File: src/rtl/hazard_ctrl_pkg.sv
`default_nettype none
// ============================================================================
// Module      : hazard_ctrl_pkg
// Description : Shared types and constants for the pipeline hazard sequencer:
//               FSM state encoding and EX operand forwarding select codes.
// Revision    : 1.0 - initial release
// ============================================================================
package hazard_ctrl_pkg;

    // Sequencer states: normal issue, or holding the pipe for a multi-cycle MDU op
    typedef enum logic [0:0] {
        ST_RUN      = 1'b0,
        ST_MDU_WAIT = 1'b1
    } hz_state_t;

    // EX operand source selects
    localparam logic [1:0] FWD_RF  = 2'b00;  // value read from the register file
    localparam logic [1:0] FWD_MEM = 2'b01;  // result sitting in EX/MEM
    localparam logic [1:0] FWD_WB  = 2'b10;  // result sitting in MEM/WB

endpackage : hazard_ctrl_pkg
`default_nettype wire

File: src/rtl/hazard_ctrl_fwd_unit.sv
`default_nettype none
// ============================================================================
// Module      : hazard_ctrl_fwd_unit
// Description : Combinational operand forwarding select for one EX source
//               operand. The younger result (EX/MEM) wins over MEM/WB, and x0
//               is never forwarded since it is hard-wired to zero.
// Revision    : 1.0 - initial release
// ============================================================================
module hazard_ctrl_fwd_unit
    import hazard_ctrl_pkg::*;
(
    input  logic [4:0] rs_i,
    input  logic [4:0] mem_rd_i,
    input  logic       mem_wen_i,
    input  logic [4:0] wb_rd_i,
    input  logic       wb_wen_i,
    output logic [1:0] sel_o
);

    logic w_mem_hit;
    logic w_wb_hit;

    assign w_mem_hit = mem_wen_i && (mem_rd_i != 5'd0) && (mem_rd_i == rs_i);
    assign w_wb_hit  = wb_wen_i  && (wb_rd_i  != 5'd0) && (wb_rd_i  == rs_i);

    // Select the most recent producer of the operand
    always_comb begin
        sel_o = FWD_RF;
        if (w_mem_hit) begin
            sel_o = FWD_MEM;
        end else if (w_wb_hit) begin
            sel_o = FWD_WB;
        end
    end

endmodule : hazard_ctrl_fwd_unit
`default_nettype wire

File: src/rtl/hazard_ctrl.sv
`default_nettype none
// ============================================================================
// Module      : hazard_ctrl
// Description : Pipeline sequencer for the 5-stage core. Handles load-use
//               stalls, operand forwarding, EX-resolved branch/jump flushes
//               and the multi-cycle MDU hand-shake. Keeps saturating stall
//               and flush performance counters and a sticky MDU timeout flag.
// Revision    : 1.0 - initial release
// ============================================================================
module hazard_ctrl
    import hazard_ctrl_pkg::*;
#(
    parameter int CNT_W       = 32,
    parameter int MDU_TIMEOUT = 64
) (
    input  logic             clk,
    input  logic             rst_cpu,
    input  logic [4:0]       id_rs1,
    input  logic [4:0]       id_rs2,
    input  logic             id_rs1_use,
    input  logic             id_rs2_use,
    input  logic [4:0]       ex_rd,
    input  logic             ex_wen,
    input  logic             ex_load,
    input  logic             ex_mdu,
    input  logic [4:0]       ex_rs1,
    input  logic [4:0]       ex_rs2,
    input  logic [4:0]       mem_rd,
    input  logic [4:0]       wb_rd,
    input  logic             mem_wen,
    input  logic             wb_wen,
    input  logic             ex_flush,
    input  logic             mdu_done,
    output logic             pc_stall,
    output logic             if_id_stall,
    output logic             if_id_flush,
    output logic             id_ex_stall,
    output logic             id_ex_flush,
    output logic             ex_mem_flush,
    output logic             mdu_start,
    output logic [1:0]       fwd_a,
    output logic [1:0]       fwd_b,
    output logic             mdu_err,
    output logic [CNT_W-1:0] stall_cnt,
    output logic [CNT_W-1:0] flush_cnt
);

    localparam int                 c_TMO_W   = $clog2(MDU_TIMEOUT + 1);
    localparam logic [c_TMO_W-1:0] c_TMO_MAX = c_TMO_W'(MDU_TIMEOUT);
    localparam logic [c_TMO_W-1:0] c_TMO_ONE = c_TMO_W'(1);
    localparam logic [CNT_W-1:0]   c_CNT_ONE = CNT_W'(1);

    hz_state_t          r_state_q;
    hz_state_t          w_state_d;
    logic [c_TMO_W-1:0] r_tmo_q;
    logic [c_TMO_W-1:0] w_tmo_d;
    logic               r_err_q;
    logic               w_err_d;
    logic               r_guard_q;
    logic               w_guard_d;
    logic [CNT_W-1:0]   r_stall_cnt_q;
    logic [CNT_W-1:0]   r_flush_cnt_q;

    logic               w_lu;
    logic               w_flush_acc;
    logic               w_release;
    logic [1:0]         w_fwd_a;
    logic [1:0]         w_fwd_b;

    // ------------------------------------------------------------------
    // Forwarding for both EX operands
    // ------------------------------------------------------------------
    hazard_ctrl_fwd_unit u_fwd_a (
        .rs_i      (ex_rs1),
        .mem_rd_i  (mem_rd),
        .mem_wen_i (mem_wen),
        .wb_rd_i   (wb_rd),
        .wb_wen_i  (wb_wen),
        .sel_o     (w_fwd_a)
    );

    hazard_ctrl_fwd_unit u_fwd_b (
        .rs_i      (ex_rs2),
        .mem_rd_i  (mem_rd),
        .mem_wen_i (mem_wen),
        .wb_rd_i   (wb_rd),
        .wb_wen_i  (wb_wen),
        .sel_o     (w_fwd_b)
    );

    // Forwarding is forced to the register file while the core is in reset
    assign fwd_a = rst_cpu ? FWD_RF : w_fwd_a;
    assign fwd_b = rst_cpu ? FWD_RF : w_fwd_b;

    // A load result is not available until MEM, so a dependent ID instruction must wait
    assign w_lu = ex_load && ex_wen && (ex_rd != 5'd0) &&
                  ((id_rs1_use && (id_rs1 == ex_rd)) ||
                   (id_rs2_use && (id_rs2 == ex_rd)));

    // Next-state and control outputs; flush outranks MDU issue outranks load-use
    always_comb begin
        w_state_d    = r_state_q;
        w_tmo_d      = r_tmo_q;
        w_err_d      = r_err_q;
        w_flush_acc  = 1'b0;
        w_release    = 1'b0;
        pc_stall     = 1'b0;
        if_id_stall  = 1'b0;
        if_id_flush  = 1'b0;
        id_ex_stall  = 1'b0;
        id_ex_flush  = 1'b0;
        ex_mem_flush = 1'b0;
        mdu_start    = 1'b0;

        case (r_state_q)
            ST_RUN: begin
                if (ex_flush) begin
                    // Younger instructions are wrong-path: squash them, no stall needed
                    if_id_flush = 1'b1;
                    id_ex_flush = 1'b1;
                    w_flush_acc = 1'b1;
                end else if (ex_mdu && !r_guard_q) begin
                    mdu_start    = 1'b1;
                    pc_stall     = 1'b1;
                    if_id_stall  = 1'b1;
                    id_ex_stall  = 1'b1;
                    ex_mem_flush = 1'b1;
                    w_tmo_d      = '0;
                    w_state_d    = ST_MDU_WAIT;
                end else if (w_lu) begin
                    pc_stall    = 1'b1;
                    if_id_stall = 1'b1;
                    id_ex_flush = 1'b1;
                end
            end
            ST_MDU_WAIT: begin
                if (mdu_done) begin
                    // Result is valid now: let it flow into EX/MEM this cycle
                    w_release = 1'b1;
                    w_state_d = ST_RUN;
                end else begin
                    pc_stall     = 1'b1;
                    if_id_stall  = 1'b1;
                    id_ex_stall  = 1'b1;
                    ex_mem_flush = 1'b1;
                    if (r_tmo_q != c_TMO_MAX) begin
                        w_tmo_d = r_tmo_q + c_TMO_ONE;
                    end
                    if (w_tmo_d == c_TMO_MAX) begin
                        w_err_d = 1'b1;
                    end
                end
            end
            default: begin
                w_state_d = ST_RUN;
            end
        endcase

        if (rst_cpu) begin
            w_flush_acc  = 1'b0;
            w_release    = 1'b0;
            pc_stall     = 1'b0;
            if_id_stall  = 1'b0;
            if_id_flush  = 1'b0;
            id_ex_stall  = 1'b0;
            id_ex_flush  = 1'b0;
            ex_mem_flush = 1'b0;
            mdu_start    = 1'b0;
        end
    end

    // The finished MDU op is still in EX right after release; block its re-issue once
    always_comb begin
        w_guard_d = r_guard_q;
        if (w_release) begin
            w_guard_d = 1'b1;
        end else if (!id_ex_stall) begin
            w_guard_d = 1'b0;
        end
    end

    // State, timeout, sticky error and issue-guard registers
    always_ff @(posedge clk) begin
        if (rst_cpu) begin
            r_state_q <= ST_RUN;
            r_tmo_q   <= '0;
            r_err_q   <= 1'b0;
            r_guard_q <= 1'b0;
        end else begin
            r_state_q <= w_state_d;
            r_tmo_q   <= w_tmo_d;
            r_err_q   <= w_err_d;
            r_guard_q <= w_guard_d;
        end
    end

    // Saturating performance counters
    always_ff @(posedge clk) begin
        if (rst_cpu) begin
            r_stall_cnt_q <= '0;
            r_flush_cnt_q <= '0;
        end else begin
            if (pc_stall && !(&r_stall_cnt_q)) begin
                r_stall_cnt_q <= r_stall_cnt_q + c_CNT_ONE;
            end
            if (w_flush_acc && !(&r_flush_cnt_q)) begin
                r_flush_cnt_q <= r_flush_cnt_q + c_CNT_ONE;
            end
        end
    end

    assign mdu_err   = r_err_q;
    assign stall_cnt = r_stall_cnt_q;
    assign flush_cnt = r_flush_cnt_q;

endmodule : hazard_ctrl
`default_nettype wire

File: config.mk
export PLATFORM = sky130hd
export DESIGN_NAME = hazard_ctrl
export DESIGN_NICKNAME = d
export VERILOG_FILES = /design/src/rtl/hazard_ctrl_pkg.sv /design/src/rtl/hazard_ctrl_fwd_unit.sv /design/src/rtl/hazard_ctrl.sv
export SDC_FILE = /design/constraint.sdc
export NUM_CORES = 1
export LEC_CHECK = 0
export CAP_MARGIN = 40
export CORE_ASPECT_RATIO = 0.6
export CORE_UTILIZATION = 41
export DETAILED_ROUTE_END_ITERATION = 10
export PLACE_DENSITY = 0.74
export SLEW_MARGIN = 20
export SYNTH_ARGS = -nofsm -noshare
export SYNTH_HDL_FRONTEND = slang
export SYNTH_SLANG_ARGS = --single-unit
File: constraint.sdc
create_clock -name clk -period 2.3 [get_ports clk]
set_input_delay 0.46 -clock clk [delete_from_list [all_inputs] [get_ports clk]]
set_output_delay 0.46 -clock clk [all_outputs]
set_load 0.02 [all_outputs]
==> impl_metrics.py <==
metrics = {
    "clock_network": {
        "path_clk_slew_ns": 0.06,
        "clock_sinks": 74,
        "cts_buffer_depth": 2,
        "clock_latency_ns": 0.33,
        "cts_buffers": 9,
        "htree_levels": 3,
        "cts_tree": "built",
        "root_buffer": "clkbuf_16",
    },
    "critical_path": {
        "arrival_ns": 1.84,
        "crit_fanout": 3,
        "crit_path_start_kind": "primary input",
        "crit_required_ns": 1.84,
        "critical_path_class": "primary input to primary output",
        "cp-end-kind": "primary output",
    },
    "placed_design": {
        "port_buffers": 121,
        "dp_hpwl_um": 8960,
        "gp_congestion": 0.868,
    },
    "timing": {
        "fin_crit_sh_pct": 100,
        "grt_setup_unrepaired": "true",
        "fin_crit_ns": 2.30,
        "setup-tns-final_ns": -0.000955,
        "max_freq_mhz": 435,
        "worst_slew_pin_slew_ns": 0.663,
        "setup_slack_ns": -0.000955,
        "setup_viol": 1,
        "max_slew_margin_pct": 55.8,
        "fin_skew_ns": 0.00573,
        "drv_slew": 0,
        "whs_ns": 0.500,
        "hold_viol_final": 0,
    },
    "cells_and_area": {
        "diodes": 0,
        "syn_to_final_growth_pct": 52.9,
        "nets": 744,
        "finish.utilization_pct": 64.6,
        "drive_gt1_share_pct": 21.1,
    },
    "synthesis": {
        "synth_top_area_share_pct": 35.5,
        "synth.area.top_cells": "dfxtp_1, xnor2_1, a21oi_1, nor2_1, xor2_1",
        "yosys_warnings": 0,
        "syn_area_per_cell_um2": 8.09,
        "seq_area_frac_synth_pct": 35.5,
        "syn_area_mm2": 0.00417,
        "ys_ff_latch": 74,
        "synthFlopType": "dfxtp_1",
        "yosysMostFrequentCell": "dfxtp_1",
        "synth-edff-count": 0,
        "ys_async_sr_fraction_pct": 0,
        "netlist_instances": 516,
        "syn-num-nets": 566,
        "synthDistinctLibCells": 51,
        "synthTopCellsByCount": "dfxtp_1, nor2_1, nand2_1",
        "yosys.area.top_type": "dfxtp_1",
    },
    "detailed_routing": {
        "wirelength_um": 12000,
        "post-route-drc-count": 0,
        "vias_per_cell": 5.50,
        "drt_iter0_markers": 264,
        "route.vias.total": 4583,
        "antenna_left": 0,
        "firstDrtPassIters": 4,
        "wl_per_cell_um": 14.4,
    },
    "floorplanning": {
        "dieArea_mm2": 0.0106,
        "start_util_pct": 42.2,
        "core-area_mm2": 0.00988,
        "fp-row-count": 28,
        "die_h_um": 80.1,
        "boundaryPins": 122,
        "die_w_um": 132,
    },
    "power_and_ir_drop": {
        "cellPowerDensity_mw_per_mm2": 454,
        "peakVddDrop_v": 0.000438,
        "p_leak_nw": 2.26,
    },
    "global_routing": {
        "grt_start_max_net_pins": 64,
        "antenna_found_initial": 0,
        "grt_pass1_wl_um": 19100,
        "grt-ovfl-total": 0,
        "grt_usage_pct": 22.4,
        "grt_pass1_vias": 4096,
    },
    "job": {
        "max_cap_viol_count": 0,
    },
    "outcome": {
        "violations": "negative setup slack",
        "outcome": "complete, but fails checks",
    },
    "worst_hold_path": {
        "hold_path_class": "register to register",
    },
}
## sequential cells by signal, indices dropped and copies added (netlist names)
signal,flops
flush_cnt,32
mdu_err,1
r_tmo_q,7
r_guard_q,1
r_state_q,1
stall_cnt,32
## what timing repair did
| action | in CTS | in global routing |
|---|---|---|
| gates resized for setup | 121 | 36 |
| hold buffers | 0 | 0 |
| setup endpoints to repair | 46 | 41 |
| gates cloned | 0 | 1 |
| setup buffers | 7 | 2 |
| pin swaps | 29 | 9 |
## report_power, final
| part | internal [W] | switching (W) | total, W |
|---|---|---|---|
| combinational | 0.000189 | 0.000176 | 0.000365 |
| sequential | 0.00129 | 0.00000947 | 0.00130 |
| clock | 0.000715 | 0.000521 | 0.00124 |
## final timing paths
path	from	to	slack [ns]	cells after the start
worst max-delay path	ex_rd[4]	id_ex_flush	-0.001	8
worst max register to register	stall_cnt[9]$_SDFFE_PP0P_	stall_cnt[29]$_SDFFE_PP0P_	0.06	6
worst min-delay path	stall_cnt[21]$_SDFFE_PP0P_	stall_cnt[21]$_SDFFE_PP0P_	0.50	2
worst min register to register	stall_cnt[21]$_SDFFE_PP0P_	stall_cnt[21]$_SDFFE_PP0P_	0.50	2
## logic make-up after synthesis
logic type | synth area share, %
buf+inv | 3.45
flops | 35.5
xor+xnor | 11.3
fa+ha+maj | 1.20
compound gates | 13.2
mux | 1.59
simple gates | 33.8
## final cells by class
class	count	area (µm²)
timing repair buffer	189	1700
clock inverter	6	35.0
clock buffer	9	225
fill	866	3500
sequential	74	1480
multi-input combinational	408	2720
tap	135	169
inverter	12	45.0
## metal layers
layer	vias to the layer above	routed length, µm	GRT usage, %	share of wire, %
met5	-	0	0	0
met1	2180	5930	30.1	49
met3	13	614	5.05	5.1
met2	141	5320	36.5	44
li1	2249	-	-	-
met4	0	144	5.98	1.2
## worst max-delay path, cell delays in order
cell,delay [ns]
buf_8,0.10
or4_4,0.52
o211ai_1,0.24
buf_4,0.16
nor3_2,0.04
nor2_1,0.10
nor3_1,0.06
buf_2,0.17
## cell usage in the layout (no fill, tap or decap), types with 16 or more instances in the layout
| cell | count |
|---|---|
| nor2_1 | 47 |
| xor2_1 | 18 |
| o31ai_1 | 17 |
| a21oi_1 | 34 |
| xnor2_1 | 36 |
| or3_1 | 17 |
| nand4_1 | 18 |
| dlygate4sd2_1 | 16 |
| clkdlybuf4s50_1 | 79 |
| dfxtp_1 | 73 |
| nand3_1 | 31 |
| o21ai_0 | 24 |
| buf_4 | 63 |
| nand2_1 | 38 |
## metrics by stage
stage | setup WS [ns] | std cells | cell area [µm²] | power (W)
6_report | -0.000955 | 833 | 6380 | 0.00290
5_1_grt | -0.0884 | 833 | 6380 | 0.00301
4_1_cts | -0.0433 | 830 | 6250 | 0.00291
3_3_place_gp | -0.787 | 808 | 5930 | 0.00166
3_5_place_dp | -0.892 | 808 | 5930 | 0.00167
2_1_floorplan | 0.0628 | 516 | 4180 | 0.00147
(Power assumes the default switching activity.)
